<file path="src/rtl/stream_demultiplexer.sv">
// One input stream steered per beat to one of N_OUT single-entry output channels.
// Optional delivered-beat counter (beat_cnt port) is built when STREAM_DEMUX_CNT_EN is defined.
module stream_demultiplexer #(
   parameter int WIDTH = 8,
   parameter int N_OUT = 2,
   parameter int SEL_W = 1
) (
   input  logic                   clk,
   input  logic                   rst,
   input  logic                   in_valid,
   output logic                   in_ready,
   input  logic [SEL_W-1:0]       in_sel,
   input  logic [WIDTH-1:0]       in_data,
   output logic [N_OUT-1:0]       out_valid,
   input  logic [N_OUT-1:0]       out_ready,
   output logic [N_OUT*WIDTH-1:0] out_data,
   output logic                   err_sel
`ifdef STREAM_DEMUX_CNT_EN
   ,
   output logic [15:0]            beat_cnt
`endif
);

   typedef enum logic {EMPTY = 1'b0, FULL = 1'b1} chan_state_t;

   chan_state_t      state_reg [N_OUT];
   logic [WIDTH-1:0] data_reg  [N_OUT];
   logic [N_OUT-1:0] hit;
   logic [N_OUT-1:0] drain;
   logic             sel_ok;
   logic             accept;

   // An x/z select matches no channel, so it falls into the bad-select path.
   always_comb begin
      hit    = '0;
      sel_ok = 1'b0;
      for (int k = 0; k < N_OUT; k++) begin
         if (in_sel == SEL_W'(k)) begin
            hit[k] = 1'b1;
            sel_ok = 1'b1;
         end
      end
   end

   always_comb begin
      if (rst)
         in_ready = 1'b0;
      else if (sel_ok)
         in_ready = |(hit & (~out_valid | out_ready));
      else
         in_ready = 1'b1;
   end

   assign accept = in_valid && in_ready;
   assign drain  = out_valid & out_ready;

   generate
      for (genvar gi = 0; gi < N_OUT; gi++) begin : g_chan
         always_ff @(posedge clk) begin
            if (rst) begin
               state_reg[gi] <= EMPTY;
               data_reg[gi]  <= '0;
            end else if (accept && hit[gi]) begin
               state_reg[gi] <= FULL;
               data_reg[gi]  <= in_data;
            end else if (drain[gi]) begin
               state_reg[gi] <= EMPTY;
            end
         end

         assign out_valid[gi]                 = (state_reg[gi] == FULL);
         assign out_data[gi*WIDTH +: WIDTH]   = data_reg[gi];
      end
   endgenerate

   always_ff @(posedge clk) begin
      if (rst)
         err_sel <= 1'b0;
      else if (accept && !sel_ok)
         err_sel <= 1'b1;
   end

`ifdef STREAM_DEMUX_CNT_EN
   localparam int CNT_W = $clog2(N_OUT + 1);

   logic [CNT_W-1:0] n_drain;

   always_comb begin
      n_drain = '0;
      for (int k = 0; k < N_OUT; k++)
         n_drain = n_drain + CNT_W'(drain[k]);
   end

   // Free-running 16-bit count; wraps naturally.
   always_ff @(posedge clk) begin
      if (rst)
         beat_cnt <= '0;
      else
         beat_cnt <= beat_cnt + 16'(n_drain);
   end
`endif

endmodule

</file>
<file path="config.mk">
export PLATFORM = sky130hd
export DESIGN_NAME = stream_demultiplexer
export DESIGN_NICKNAME = d
export VERILOG_FILES = /design/src/rtl/stream_demultiplexer.sv
export SDC_FILE = /design/constraint.sdc
export NUM_CORES = 1
export LEC_CHECK = 0
export CORE_MARGIN = 2
export CORE_UTILIZATION = 39
export DETAILED_ROUTE_END_ITERATION = 7
export GPL_TIMING_DRIVEN = 0
export PLACE_DENSITY_LB_ADDON = 0.15
export SLEW_MARGIN = 5
export SYNTH_ARGS = -nofsm -noshare
export SYNTH_HDL_FRONTEND = slang
export SYNTH_SLANG_ARGS = --single-unit
</file>
<file path="constraint.sdc">
create_clock -name clk -period 1.45 [get_ports clk]
set_input_delay 0.2175 -clock clk [delete_from_list [all_inputs] [get_ports clk]]
set_output_delay 0.2175 -clock clk [all_outputs]
set_load 0.1 [all_outputs]
</file>
---- Word level (Yosys, flattened, before mapping) ----
Memories as Yosys holds them, arrays and structs flattened.
Index checks and enable logic that the tools add are counted.
storage, ports and cells
  bits in registers ....................... 0
  bits in latches ......................... 0
  RAM bits ................................ 18
  bits in read-only memories .............. 0
  input port bits ......................... 14
  output and inout port bits .............. 20
  logic and storage cells ................. 41
  memories ................................ 2
memory list
  name       depth  bits a word  rd ports  clocked after memory_dff  write ports  line  source
  data_reg   2      8            2         0                         2            27    logic [WIDTH-1:0] data_reg [N_OUT];
  state_reg  2      1            2         0                         2            26    chan_state_t state_reg [N_OUT];
operators by class
  add/sub/neg operators ................... 0
  multiply operators ...................... 0
  divide/modulo/power cells ............... 0
  magnitude comparators ................... 0
  equal/unequal tests ..................... 0
  shift-type cells ........................ 0
  multiplexer cells ....................... 25
  bitwise operators ....................... 10
  reductions and logical operators ........ 4
operators by type and width
  cell                number
  1-bit 2-to-1 mux    23
  8-bit 2-to-1 mux    2
  1-bit bitwise OR    6
  2-bit bitwise AND   2
  1-bit logical AND   3
  2-bit inverter      1
  2-bit bitwise OR    1
  2-bit OR reduction  1

---- Longest topological paths before layout ----
An unclocked memory read counts as a cell.
  depth after elaboration ................. 13
  mapped depth ............................ 3
  depth with buffers taken out ............ 2

---- Worst setup path before layout ----
OpenSTA, ideal clock, no wires.
  kind .................................... reg-to-output
  start point ............................. mem state_reg[0] (netlist name)
  end point ............................... out in_ready
  arrival ................................. 1.612 ns
  required time ........................... 1.233 ns
  slack ................................... -0.380 ns
  cell stages (with the launch flop) ...... 4
  path buffers ............................ 1
  path through ............................ edfxtp_1 -> nor2b_2 -> buf_4 -> o22ai_2
RTL lines
  element      line  source
  from (decl)  26
  to (decl)    11    output logic in_ready,

==> Implementation_results.wiki <==
{| class="wikitable"
! Metric !! Value
|-
| Cell family with most CP delay || flip-flops
|-
| Antenna violations before repair || 0
|-
| Total buffers and inverters traversed by the critical path || 1
|-
| Final Hold Vio Count || 0
|-
| Syn-to-layout area delta || 56.4%
|-
| Clock skew after layout || 0.259 ps
|-
| Average instance area after synthesis || 13.9 sq um
|-
| Final Wtd Congestion || 0.724
|-
| Startpoint type of the worst setup path || flip-flop
|-
| Cells after Synth || 66
|-
| Total of hold buffers inserted after clock tree synthesis || 0
|-
| Fin crit share || 103%
|-
| Compound-cell area share of the yosys netlist || 6.01%
|-
| Post-synthesis share of cell area spent on xor and xnor gates || 0%
|-
| Remaining routing DRC violations || 0
|-
| Warnings, synthesis || 0
|-
| Longest Clk Path Bufs || 2
|-
| Clock latency reported for the late side of the worst-skew pair || 270 ps
|-
| Leakage || 0.000540 uW
|-
| Hold path endpoint || state_reg[0]
|-
| Synth Cell Area || 916 sq um
|-
| Tightest Hold Check Type || in -> reg
|-
| Number of instances on the worst hold path || 3
|-
| Number of cells on the worst reg-to-reg path || 3
|-
| Number of global-route vias before repair || 586
|-
| Maximum level of the CTS H-tree || 1
|-
| Area taken by multi-input logic gates || 347 sq um
|-
| Placeable core region || 2210 sq um
|-
| Vias after detailed routing || 642
|-
| Number of vias per cell || 4.59
|-
| Post-synth cell types || 15
|-
| DR pass1 iterations || 4
|-
| Cell Count Post-Placement || 126
|-
| Number of standard-cell rows in the floorplan || 17
|-
| Share of post-route cells with drive strength above 1 || 57.1%
|-
| Final critical delay including setup and external delays || 1490 ps
|-
| Largest register FFs || 16
|-
| Number of nets in the final layout || 128
|-
| Mux share of post-synthesis cell area || 0%
|-
| Main combinational cell family by area after synthesis || simple AND/OR/NAND/NOR gates
|-
| Clock tree root buffer cell || sky130_fd_sc_hd__clkbuf_4
|-
| First-pass GRT wire length || 2.57 mm
|-
| Die ar. || 2750 sq um
|-
| Post-route cell area || 1430 sq um
|-
| Worst-path cell chain || nor2b_4 > o22ai_4 > buf_12
|-
| Cell type with the largest total area after synthesis || sky130_fd_sc_hd__edfxtp_1
|-
| Die X || 52.5 microns
|-
| Max capacitance violation total || 0
|-
| Number of port buffers || 32
|-
| Capturing element type of the critical path || output port
|-
| Worst IR Drop VDD || 0.000513 V
|-
| Simple-gate share of the synthesized area || 27.9%
|-
| Crit Reg-Reg Endpoint || data_reg[0][5]
|-
| Clock Sink Count || 18
|-
| CP max stage cell || sky130_fd_sc_hd__edfxtp_1
|-
| Unrepaired setup endpoints after global routing || true
|-
| Number of inserted diodes || 0
|-
| Biggest fanout along the worst timing path || 7
|-
| Total of flip-flops plus latches after synthesis || 18
|-
| Highest Clock Rate || 669 MHz
|-
| FF-to-FF Start || state_reg[0]
|-
| Vertical die dimension || 52.5 microns
|-
| Worst endpoint required time || 1230 ps
|-
| Number of max-slew violations in the final report || 0
|-
| Clock tree from TritonCTS || done
|-
| Area of placed instances || 1300 sq um
|-
| Post-detailed-routing wire length || 1.62 mm
|-
| Worst Setup Slack, final || -44.0 ps
|-
| Run status || finished, violations left
|-
| Storage cell area || 541 sq um
|-
| Worst Max-Slew Pin Slew || 549 ps
|-
| Post-Route Setup TNS || -44.0 ps
|-
| Maximum cell stage delay along the critical path || 430 ps
|-
| Initial core utilization || 41.4%
|-
| Overflow left after global routing || 0
|-
| Top area cells in the synthesized netlist || sky130_fd_sc_hd__edfxtp_1 (59%), sky130_fd_sc_hd__nor3_2 (17%), sky130_fd_sc_hd__buf_4 (4.9%)
|-
| Clock-pin slew on the worst setup and hold paths || 90 ps
|-
| Final-report setup violation count || 1
|-
| Failing checks || negative setup slack
|-
| Number of nets still failing antenna checks after routing || 0
|-
| Average routed wire per standard cell || 11.6 microns
|-
| Portion of synthesized cell area occupied by the leading cell type || 59.0%
|-
| Category of the most critical setup path || reg -> out
|-
| HPWL after DPL || 1.21 mm
|-
| IO Count || 34
|-
| Data arrival time of the critical path || 1280 ps
|-
| Count of routing violations after the opening detailed-route iteration || 4
|-
| Adder and majority gate portion of the synthesized area || 0%
|-
| Startpoint of the tightest hold check path || rst
|-
| Largest net degree at the start of global routing || 11
|-
| Global-route usage over all layers || 13.3%
|-
| Filler cell count in the final layout || 186
|-
| Power per unit of standard cell area || 969 nW/um^2
|-
| Register area share after synthesis || 59.0%
|-
| Slew margin rel. || 63.6%
|-
| Number of standard cells in the final layout excluding fillers || 140
|-
| Nets in the synthesized netlist || 80
|-
| Post-Route Hold Slack || 449 ps
|-
| Cts bufs inserted || 3
|-
| Register-to-register setup slack || 120 ps
|}
cells in the final DEF, fill, tap and decap left out, drive strengths merged:
master | Yosys | routed
buf | 8 | 21
edfxtp | 18 | 18
clkdlybuf4s15 | 0 | 17
nor3 | 16 | 16
clkdlybuf4s50 | 0 | 11
nand2 | 9 | 9
clkbuf | 0 | 4
nor2b | 2 | 2
o21bai | 2 | 2
a21oi | 2 | 2
o21ai | 2 | 2
nand2b | 2 | 2
nor3b | 2 | 2
or2 | 1 | 1
o22ai | 1 | 1
conb | 1 | 1
dlygate4sd2 | 0 | 1
metal layers:
layer | vias up | GRT usage, % | routed length (microns)
met3 | 2 | 3.43 | 84
met5 | - | 0 | 0
met4 | 0 | 6.41 | 14
met2 | 15 | 22.7 | 903
met1 | 299 | 15.2 | 615
li1 | 326 | - | -
synth_stat cells:
library cell / number
sky130_fd_sc_hd__edfxtp_1: 18
sky130_fd_sc_hd__nor3_2: 16
sky130_fd_sc_hd__nand2_1: 9
sky130_fd_sc_hd__buf_4: 6
sky130_fd_sc_hd__a21oi_1: 2
sky130_fd_sc_hd__nand2b_1: 2
sky130_fd_sc_hd__nor2b_2: 2
sky130_fd_sc_hd__nor3b_2: 2
sky130_fd_sc_hd__o21ai_0: 2
sky130_fd_sc_hd__o21bai_2: 2
sky130_fd_sc_hd__buf_2: 1
sky130_fd_sc_hd__buf_6: 1
sky130_fd_sc_hd__conb_1: 1
sky130_fd_sc_hd__o22ai_2: 1
sky130_fd_sc_hd__or2_1: 1
logic make-up (layout without fill, tap and decap cells):
logic type | after synthesis | after routing
buffers and inverters | 8 | 54
DFF | 18 | 18
and+or+nand+nor | 32 | 32
other | 1 | 1
AOI/OAI and AO/OA | 7 | 7
power breakdown:
group	internal, uW	switching (uW)
logic	155	382
registers	611	10.3
clock network	96.1	135
worst max-delay path by stage:
stage,startpoint,to,slack (ps),cells past startpoint
after floorplan,state_reg[0],in_ready,-7,3
after global placement,rst,in_ready,-1190,5
after detailed placement,rst,in_ready,-1190,5
after CTS,state_reg[0],in_ready,-170,4
after global routing,state_reg[0],in_ready,-110,3
final,state_reg[0],in_ready,-40,3
stage by stage:
stage                     power, uW  worst slack (ps)  util (%)
after detailed placement       1150             -1190      58.6
after CTS                      1370              -165      60.7
after floorplan                1020             -6.64         -
after global routing           1440              -105      64.8
final                          1390             -44.0      64.8
after global placement         1140             -1190      58.6
worst register-to-register path: cells and delay by family, from the launching register on:
kind | cells | cell delay, ps
compound gates | 1 | 260
buf+inv | 1 | 150
flops | 1 | 430
simple gates | 1 | 180
final cells by class:
type	instances	area share (%)
plain buffers	6	3.23
well taps	28	2.45
flip-flops and latches	18	37.7
clock buffers	3	1.57
multi-input cells	40	24.2
repair buffers	45	30.8
what timing repair did:
action,in CTS,in global routing
endpoints found under the hold margin,0,0
setup endpoints to repair,35,11
pin swaps,0,1
buffers inserted,0,13
gates resized for setup,70,5
(Power assumes the default switching activity.)
